<file path="src/rtl/seq_gen_pkg.sv">
// rtl/seq_gen_pkg.sv - playback modes, FSM encoding and sizing/fill helpers for seq_pattern_gen
package seq_gen_pkg;

    localparam logic [1:0] MODE_LOOP     = 2'b00;
    localparam logic [1:0] MODE_ONESHOT  = 2'b01;
    localparam logic [1:0] MODE_PINGPONG = 2'b10;

    // Direction lives in the FSM state; loop and one-shot only ever use ST_UP.
    typedef enum logic [1:0] {
        ST_IDLE = 2'b00,
        ST_UP   = 2'b01,
        ST_DOWN = 2'b10
    } seq_state_t;

    function automatic int unsigned addr_width(input int unsigned n);
        return (n <= 1) ? 1 : $clog2(n);
    endfunction

    function automatic logic [31:0] reset_entry(input int unsigned idx, input int unsigned width);
        return (width >= 32) ? idx : (idx & ((32'd1 << width) - 32'd1));
    endfunction

endpackage

</file>
<file path="src/rtl/seq_table.sv">
// rtl/seq_table.sv - DEPTH x WIDTH pattern register file with reset fill and write-to-read bypass
module seq_table
    import seq_gen_pkg::*;
#(
    parameter int unsigned WIDTH = 3,
    parameter int unsigned DEPTH = 8,
    parameter int unsigned AW    = addr_width(DEPTH)
) (
    input  logic             Clk,
    input  logic             Rst,
    input  logic             wr_en,
    input  logic [AW-1:0]    wr_addr,
    input  logic [WIDTH-1:0] wr_data,
    input  logic [AW-1:0]    rd_addr,
    output logic [WIDTH-1:0] rd_data
);

    logic [WIDTH-1:0] mem [DEPTH];
    logic             wr_ok;

    assign wr_ok = wr_en && (32'(wr_addr) < DEPTH);

    always_ff @(posedge Clk) begin
        if (Rst) begin
            for (int unsigned i = 0; i < DEPTH; i++) begin
                mem[i] <= WIDTH'(reset_entry(i, WIDTH));
            end
        end else if (wr_ok) begin
            mem[wr_addr] <= wr_data;
        end
    end

    // A write landing on the entry being loaded this cycle must be seen immediately.
    always_comb begin
        rd_data = '0;
        if (wr_ok && (wr_addr == rd_addr)) begin
            rd_data = wr_data;
        end else if (32'(rd_addr) < DEPTH) begin
            rd_data = mem[rd_addr];
        end
    end

endmodule

</file>
<file path="src/rtl/seq_pattern_gen.sv">
// rtl/seq_pattern_gen.sv - programmable table-driven sequence generator (loop / one-shot / ping-pong)
module seq_pattern_gen
    import seq_gen_pkg::*;
#(
    parameter int unsigned WIDTH = 3,
    parameter int unsigned DEPTH = 8,
    parameter int unsigned AW    = addr_width(DEPTH),
    parameter int unsigned LW    = addr_width(DEPTH + 1)
) (
    input  logic             Clk,
    input  logic             Rst,
    input  logic             Wr_En,
    input  logic [AW-1:0]    Wr_Addr,
    input  logic [WIDTH-1:0] Wr_Data,
    input  logic             Cfg_We,
    input  logic [LW-1:0]    Cfg_Len,
    input  logic [1:0]       Cfg_Mode,
    input  logic             Start,
    input  logic             Stop,
    input  logic             Step,
    output logic [WIDTH-1:0] State,
    output logic [AW-1:0]    Index,
    output logic             Running,
    output logic             Wrap,
    output logic             Done
);

    seq_state_t       fsm_q, fsm_d;
    logic [AW-1:0]    index_d;
    logic             load_d;
    logic             wrap_d;
    logic             done_d;
    logic [LW-1:0]    len_q;
    logic [LW-1:0]    cfg_len_norm;
    logic [1:0]       mode_q;
    logic [AW-1:0]    last_idx;
    logic             at_last;
    logic             at_first;
    logic             len_one;
    logic [WIDTH-1:0] table_rd;

    seq_table #(
        .WIDTH (WIDTH),
        .DEPTH (DEPTH),
        .AW    (AW)
    ) u_table (
        .Clk     (Clk),
        .Rst     (Rst),
        .wr_en   (Wr_En),
        .wr_addr (Wr_Addr),
        .wr_data (Wr_Data),
        .rd_addr (index_d),
        .rd_data (table_rd)
    );

    // len_q is always in 1..DEPTH, so len_q-1 fits in AW bits.
    assign last_idx = AW'(len_q - LW'(1));
    assign at_last  = (Index == last_idx);
    assign at_first = (Index == '0);
    assign len_one  = (len_q == LW'(1));

    always_comb begin
        cfg_len_norm = Cfg_Len;
        if (Cfg_Len == '0) begin
            cfg_len_norm = LW'(1);
        end else if (32'(Cfg_Len) > DEPTH) begin
            cfg_len_norm = LW'(DEPTH);
        end
    end

    always_ff @(posedge Clk) begin
        if (Rst) begin
            len_q  <= LW'(DEPTH);
            mode_q <= MODE_LOOP;
        end else if (Cfg_We && (fsm_q == ST_IDLE)) begin
            len_q  <= cfg_len_norm;
            mode_q <= Cfg_Mode;
        end
    end

    always_ff @(posedge Clk) begin
        if (Rst) begin
            fsm_q <= ST_IDLE;
            Index <= '0;
            State <= '0;
            Wrap  <= 1'b0;
            Done  <= 1'b0;
        end else begin
            fsm_q <= fsm_d;
            Index <= index_d;
            Wrap  <= wrap_d;
            Done  <= done_d;
            if (load_d) begin
                State <= table_rd;
            end
        end
    end

    always_comb begin
        fsm_d   = fsm_q;
        index_d = Index;
        load_d  = 1'b0;
        wrap_d  = 1'b0;
        done_d  = 1'b0;
        if (Start) begin
            fsm_d   = ST_UP;
            index_d = '0;
            load_d  = 1'b1;
        end else if (Stop) begin
            fsm_d = ST_IDLE;
        end else if (Step && (fsm_q != ST_IDLE)) begin
            case (mode_q)
                MODE_ONESHOT: begin
                    if (at_last) begin
                        fsm_d  = ST_IDLE;
                        done_d = 1'b1;
                    end else begin
                        index_d = Index + AW'(1);
                        load_d  = 1'b1;
                    end
                end
                MODE_PINGPONG: begin
                    load_d = 1'b1;
                    if (len_one) begin
                        index_d = '0;
                        wrap_d  = 1'b1;
                    end else if (fsm_q == ST_UP) begin
                        if (at_last) begin
                            fsm_d   = ST_DOWN;
                            index_d = last_idx - AW'(1);
                            wrap_d  = 1'b1;
                        end else begin
                            index_d = Index + AW'(1);
                        end
                    end else begin
                        if (at_first) begin
                            fsm_d   = ST_UP;
                            index_d = AW'(1);
                            wrap_d  = 1'b1;
                        end else begin
                            index_d = Index - AW'(1);
                        end
                    end
                end
                default: begin
                    load_d = 1'b1;
                    if (at_last) begin
                        index_d = '0;
                        wrap_d  = 1'b1;
                    end else begin
                        index_d = Index + AW'(1);
                    end
                end
            endcase
        end
    end

    always_comb begin
        Running = (fsm_q != ST_IDLE);
    end

endmodule

</file>
<file path="config.mk">
export PLATFORM = sky130hd
export DESIGN_NAME = seq_pattern_gen
export DESIGN_NICKNAME = d
export VERILOG_FILES = /design/src/rtl/seq_gen_pkg.sv /design/src/rtl/seq_table.sv /design/src/rtl/seq_pattern_gen.sv
export SDC_FILE = /design/constraint.sdc
export NUM_CORES = 1
export LEC_CHECK = 0
export CAP_MARGIN = 20
export CORE_MARGIN = 2
export CORE_UTILIZATION = 57
export CTS_CLUSTER_SIZE = 16
export DETAILED_ROUTE_END_ITERATION = 8
export HOLD_SLACK_MARGIN = 0.15
export PLACE_DENSITY = 0.8
export SLEW_MARGIN = 20
export SYNTH_ARGS = -nofsm -noshare
export SYNTH_HDL_FRONTEND = slang
export SYNTH_SLANG_ARGS = --single-unit
</file>
<file path="constraint.sdc">
create_clock -name Clk -period 4.9 [get_ports Clk]
set_input_delay 0.98 -clock Clk [delete_from_list [all_inputs] [get_ports Clk]]
set_output_delay 0.98 -clock Clk [all_outputs]
set_load 0.01 [all_outputs]
</file>
==> metrics.csv, run 1 <==
stage;metric;value;unit
worst_setup_path;R2R depth;14;
synthesis;Syn Area/Cell;9.54;sq um
routing;DRT Wirelength;6.32;mm
synthesis;main combinational cell family by area after synthesis;simple AND/OR/NAND/NOR gates;
sta;Worst Tran Pin Value;0.645;ns
global_routing;met1 GRT Util;38.3;%
clock_tree;worst-case clock buffer depth;2;
place;Post-DP Area;2900;sq um
synthesis;mux contribution to synthesized area;2.88;%
routing;ANT nets after route;0;
power;peak supply drop;224;uV
power;clock group share of total power;34.5;%
synthesis;yosys warns;0;
global_routing;number of global-route vias before repair;2113;
clock_tree;Clock Latency Late Sink;0.29;ns
worst_setup_path;Max FO, Critical Path;7;
routing;drt via density;6.58;
worst_setup_path;Critical Path Start Type;flop;
clock_tree;hold buffers post-CTS;0;
sta;post-route setup TNS;0;ns
place;DP Wirelength;4.58;mm
sta;Fmax;0.248;GHz
sta;fin. max-slew vios;0;
synthesis;top-count cell post-synth;edfxtp_1;
synthesis;xor/xnor cell area share of the yosys netlist;3.31;%
worst_setup_path;crit path capture type;flop;
clock_tree;clock transition at the registers of the reported paths;0.08;ns
place;PortBufs;27;
worst_setup_path;Critical Path AT;4.21;ns
synthesis;Synth Area in Adders;4.32;%
finish;Util after Layout;68.7;%
global_routing;first-pass GRT wire length;10.2;mm
die;Top-Level Pins;28;
die;Horiz. Die Dim;71.6;um
clock_tree;Post-CTS Setup Bufs;0;
synthesis;Synth Area in Compound Gates;20.7;%
global_routing;largest net degree at the start of global routing;25;
run;number of max-cap violations;0;
worst_setup_path;Req. time, crit path;5.08;ns
finish;design area;3010;sq um
global_routing;GR Layer Usage met3;4.36;%
synthesis;area share of the largest cell type after synthesis;27.7;%
clock_tree;# H-tree levels;2;
synthesis;commonest cells in the netlist;24 x edfxtp_1, 23 x nor2_1, 16 x dfxtp_1;
place;Final Wtd Congestion;0.951;
min_path;hold path cells;1;
sta;clk_skew;0.00724;ns
power;LEAKAGE;0.00110;uW
die;die area;5130;sq um
die;Core ar.;4380;sq um
sta;Worst Setup Slack, final;0.875;ns
clock_tree;CTS Buf Count;5;
synthesis;area leader, netlist;edfxtp_1;
place;worst slack, placed;0.977;ns
routing;TritonRoute pass-1 iters;8;
sta;Final Hold Violating Endpoints;0;
global_routing;GRT Resource Usage Total;26.0;%
finish;Ant. Diodes;0;
finish;final cell count without fillers;349;
synthesis;most common flop cell mapped by yosys;edfxtp_1;
sta;Rel. slew slack;56.9;%
synthesis;register area share after synthesis;40.0;%
power;Int Pwr;574;uW
place;placed insts;341;
power;Comb pwr share;16.1;%
synthesis;post-synth cell types;59;
global_routing;GRT busiest layer;met1;
routing;vias;2296;
synthesis;synthesized cell area;2600;sq um
worst_setup_path;crit path kind;flop to flop;
finish;layout overhead on the synthesized area;15.6;%
global_routing;initial antenna violation count;0;
finish;fraction of layout cells with a size suffix above 1;11.4;%
clock_tree;Resized Gates After CTS;0;
sta;crit share post-route;82.1;%
synthesis;top post-synthesis cells by area;edfxtp_1 28%, dfxtp_1 12%, ha_1 4.3%, nor2_1 3.3%, and2_1 3.1%;
power;sequential power share;49.4;%
global_routing;grt met2 use;38.1;%
synthesis;ys async rst share;0;%
routing;wire length per cell;18.1;um
synthesis;Synth Instances;273;
clock_tree;CTS Sinks;40;
power;Pwr Density;258;nW/um^2
global_routing;Congestion Overflow GR;0;
synthesis;flip-flop and latch count after synthesis;40;
routing;Residual DRC;0;
power;Sw Ratio;26.3;%
sta;setup violators final;0;
synthesis;post-synth net total;301;
finish;Final nets;324;
power;switching power;205;uW
clock_tree;Root Driver;clkbuf_8;
die;row cnt;24;
clock_tree;CTS tree;yes;
sta;fin crit period;4.02;ns
synthesis;Simple-Gate Fraction of Synth Area;24.3;%
routing;DR iter-0 viols;252;
die;Starting Density;59.4;%
sta;RSZ-0062 raised after global routing;false;
die;Die Y;71.6;um
status;status;finished clean;
min_path;Hold Path Class;flop to flop;
synthesis;EDFF count, synth;24;
[flip-flops by register name, indices dropped and copies added (netlist names)]
name and cells:
Done 1, State 3, mode_q 2, fsm_q 2
len_q 4, u_table.mem 24, Wrap 1, Index 3
[placed cells by master, fill, tap and decap left out, types with 3 or more instances in the layout]
cell type        synthesis  layout
and2_1                  13      13
a32o_1                   3       3
inv_1                   15      15
clkbuf_8                 0       6
nand2_1                 10      10
xnor2_1                  3       3
a211o_1                  9       9
nor3b_1                  3       3
mux2_2                   4       4
clkdlybuf4s50_1          0      27
o21a_1                   3       3
o311ai_0                 3       3
nand2b_1                 4       4
nand3_1                  8       8
edfxtp_1                24      24
or3_1                   12      12
ha_1                     9       9
or2_2                    9       9
and3_1                   6       6
nor3_1                   7       7
nor2_1                  23      23
a221o_1                  3       3
nor4_1                   4       4
xor2_1                   4       4
a21oi_1                 11      11
dfxtp_1                 16      16
mux2i_1                  3       3
o21ai_0                  8       8
nand4_1                  4       4
o31ai_1                  3       3
[worst paths after layout]
check / from / slack [ns] / to
max: len_q[0] / 0.88 / State[0]
min reg2reg: len_q[3] / 0.49 / len_q[3]
min: len_q[3] / 0.49 / len_q[3]
max reg2reg: len_q[0] / 0.88 / State[0]
[critical path: stages, from the launching register on]
cell	delay, ns
dfxtp_1	0.48
inv_1	0.08
ha_1	0.36
xnor2_1	0.24
nor3_4	0.29
inv_2	0.12
ha_1	0.29
inv_1	0.04
a21oi_1	0.20
o31ai_1	0.15
nor2_1	0.45
mux2_2	0.40
o311ai_0	0.41
nand4_1	0.19
a32o_1	0.24
[cell families (layout without fill, tap and decap cells)]
| logic type | after synthesis | in the layout |
|---|---|---|
| buffers and inverters | 29 | 53 |
| adders and majority gates | 9 | 9 |
| DFF | 40 | 40 |
| muxes | 7 | 7 |
| and+or+nand+nor | 112 | 112 |
| xor gates and xnor gates | 8 | 8 |
| AOI/OAI and AO/OA | 68 | 68 |
[per-stage QoR]
step | total power (uW) | hold WS, ns
after CTS | 774 | 0.476
after detailed placement | 514 | 0.457
after floorplan | 466 | 0.430
after global routing | 802 | 0.487
final | 778 | 0.486
after global placement | 511 | 0.449
[power groups by stage]
stage / Sequential [uW] / Combinational, uW / Clock (uW)
finish: 384 / 125 / 269
global route: 386 / 136 / 281
CTS: 384 / 123 / 266
detailed placement: 392 / 122 / 0
global placement: 391 / 120 / 0
floorplan: 388 / 78.1 / 0
[per-layer routing]
layer / vias to the layer above / part of all wire, %
met5: - / 0
met4: 0 / 1.3
met3: 10 / 8.3
met2: 117 / 46
met1: 1098 / 45
li1: 1071 / -
[final cells by class]
type                            count  area, sq um
Multi-Input combinational cell    204         1440
Fill cell                         360         1370
Sequential cell                    40         1040
Timing Repair Buffer               29          285
Clock buffer                        7          108
Tap cell                           52         65.1
Inverter                           16         60.1
Clock inverter                      1         8.76
Power figures use the tool's default switching activity.
==> run 2, diff against run 1 <==
- clock period: 4.9 -> 3.72 ns (I/O delays scaled with it)
==> run 2 against run 1 <==
Power rose by 32%. Global-route usage fell by 0.77 points. Critical path type unchanged. Highest routed layer unchanged. Largest power group unchanged. Critical endpoint unchanged. Combinational power rose by 42%.
==> metrics.csv, run 2 (synthesis gave the netlist of run 1 again) <==
stage;metric;value;unit
finish;Ant. Diodes;0;
sta;Fmax;0.271;GHz
clock_tree;CTS Sinks;40;
worst_setup_path;Req. time, crit path;3.91;ns
sta;Final Hold Violating Endpoints;0;
routing;wire length per cell;17.4;um
min_path;hold path cells;1;
worst_setup_path;Max FO, Critical Path;7;
place;DP Wirelength;4.53;mm
power;peak supply drop;241;uV
global_routing;Congestion Overflow GR;0;
clock_tree;clock transition at the registers of the reported paths;0.08;ns
min_path;Hold Path Class;flop to flop;
die;Top-Level Pins;28;
clock_tree;worst-case clock buffer depth;2;
worst_setup_path;Critical Path AT;3.88;ns
die;Horiz. Die Dim;71.6;um
finish;most frequent cells in the layout;27 x clkdlybuf4s50_1, 24 x edfxtp_1, 22 x nor2_1;
global_routing;first-pass GRT wire length;9.92;mm
worst_setup_path;Critical Path Start Type;flop;
finish;Largest Register;u_table.mem;
finish;max reg flops;24;
clock_tree;# H-tree levels;2;
place;placed insts;350;
power;LEAKAGE;0.00116;uW
routing;drt via density;6.24;
die;Starting Density;59.4;%
worst_setup_path;r2r startpoint;len_q[1];
clock_tree;CTS Buf Count;5;
status;status;finished clean;
global_routing;number of global-route vias before repair;2075;
sta;fin. max-slew vios;0;
finish;final cell count without fillers;361;
routing;TritonRoute pass-1 iters;4;
global_routing;largest net degree at the start of global routing;24;
die;Die Y;71.6;um
place;Final Wtd Congestion;0.946;
sta;Worst Tran Pin Value;0.627;ns
power;Pwr Density;328;nW/um^2
worst_setup_path;R2R Path End;State[0];
sta;clk_skew;0.00309;ns
worst_setup_path;R2R depth;15;
finish;layout overhead on the synthesized area;20.5;%
routing;ANT nets after route;0;
global_routing;initial antenna violation count;0;
finish;Top Registers;u_table.mem x24, len_q x4;
clock_tree;CTS tree;yes;
finish;commonest non-fill, non-tap cell in the layout;clkdlybuf4s50_1;
power;Power, Total;1030;uW
global_routing;GRT Resource Usage Total;25.2;%
routing;Residual DRC;0;
die;row cnt;24;
routing;vias;2251;
worst_setup_path;crit path capture type;flop;
min_path;min-delay src;len_q[3];
sta;fin crit period;3.69;ns
routing;DRT Wirelength;6.28;mm
sta;crit share post-route;99.2;%
finish;fraction of layout cells with a size suffix above 1;15.9;%
clock_tree;hold buffers post-CTS;0;
clock_tree;Clock Latency Late Sink;0.29;ns
clock_tree;Root Driver;clkbuf_8;
routing;DR iter-0 viols;198;
die;Core ar.;4380;sq um
worst_setup_path;r2r setup slk;0.03;ns
finish;Final nets;336;
die;die area;5130;sq um
run;number of max-cap violations;0;
worst_setup_path;crit path kind;flop to flop;
sta;Rel. slew slack;57.9;%
min_path;WHS Endpoint;len_q[3];
sta;setup violators final;0;
place;PortBufs;27;
finish;Fill cells;339;
[run 2: report_power, final]
group	switching, uW	internal, uW
sequential	10.7	493
clock	151	199
combinational	98.7	78.4
total	261	770
[run 2: worst max-delay path, stage by stage, from the launching register on]
cell and delay, ns:
dfxtp_1 0.37, inv_1 0.08, ha_2 0.19, xor3_2 0.44
nor3_4 0.22, inv_2 0.13, ha_1 0.29, inv_1 0.05
a21oi_1 0.07, o31ai_1 0.47, nor2_2 0.15, buf_4 0.18
mux2_2 0.27, o311ai_0 0.32, nand4_1 0.13, a32o_1 0.21
[run 2: how the worst max path moves through the flow]
stage               startpoint  slack (ns)  endpoint  cells past startpoint
finish                len_q[1]        0.03  State[0]                     15
global route          len_q[1]       -0.11  State[0]                     15
CTS                   len_q[1]        0.03  State[2]                     14
detailed placement    len_q[1]        0.10  State[2]                     14
global placement      len_q[1]        0.24  State[1]                     14
floorplan             len_q[0]        0.27  State[0]                     14
[run 2: cell type report]
class	count	area, sq um	area share (%)
inverter	16	60.1	1.91
clock inverter	3	42.5	1.36
clock buffer	5	68.8	2.19
timing repair buffer	41	375	12.0
multi-input combinational	204	1490	47.3
sequential	40	1040	33.2
tap	52	65.1	2.07
[run 2: layer usage]
layer,vias to the layer above,track usage (%),share of wire (%)
met4,0,9.85,1.8
li1,1099,-,-
met5,-,0,0
met3,14,5.34,7.8
met2,102,38.2,46
met1,1036,35.5,45
[run 2: repair_timing]
item / in CTS / in global routing
buffers inserted: 0 / 3
endpoints found under the setup margin: 0 / 3
gates resized for setup: 0 / 7
[run 2: per-stage QoR]
step	area [sq um]	TNS [ns]	setup WS [ns]	hold WS (ns)	util, %
after floorplan	2610	0	0.274	0.430	-
after global placement	2960	0	0.244	0.457	67.6
after detailed placement	2960	0	0.105	0.459	67.6
after CTS	3070	0	0.0282	0.476	70.1
after global routing	3140	-0.302	-0.110	0.505	71.6
final	3140	0	0.0282	0.474	71.6
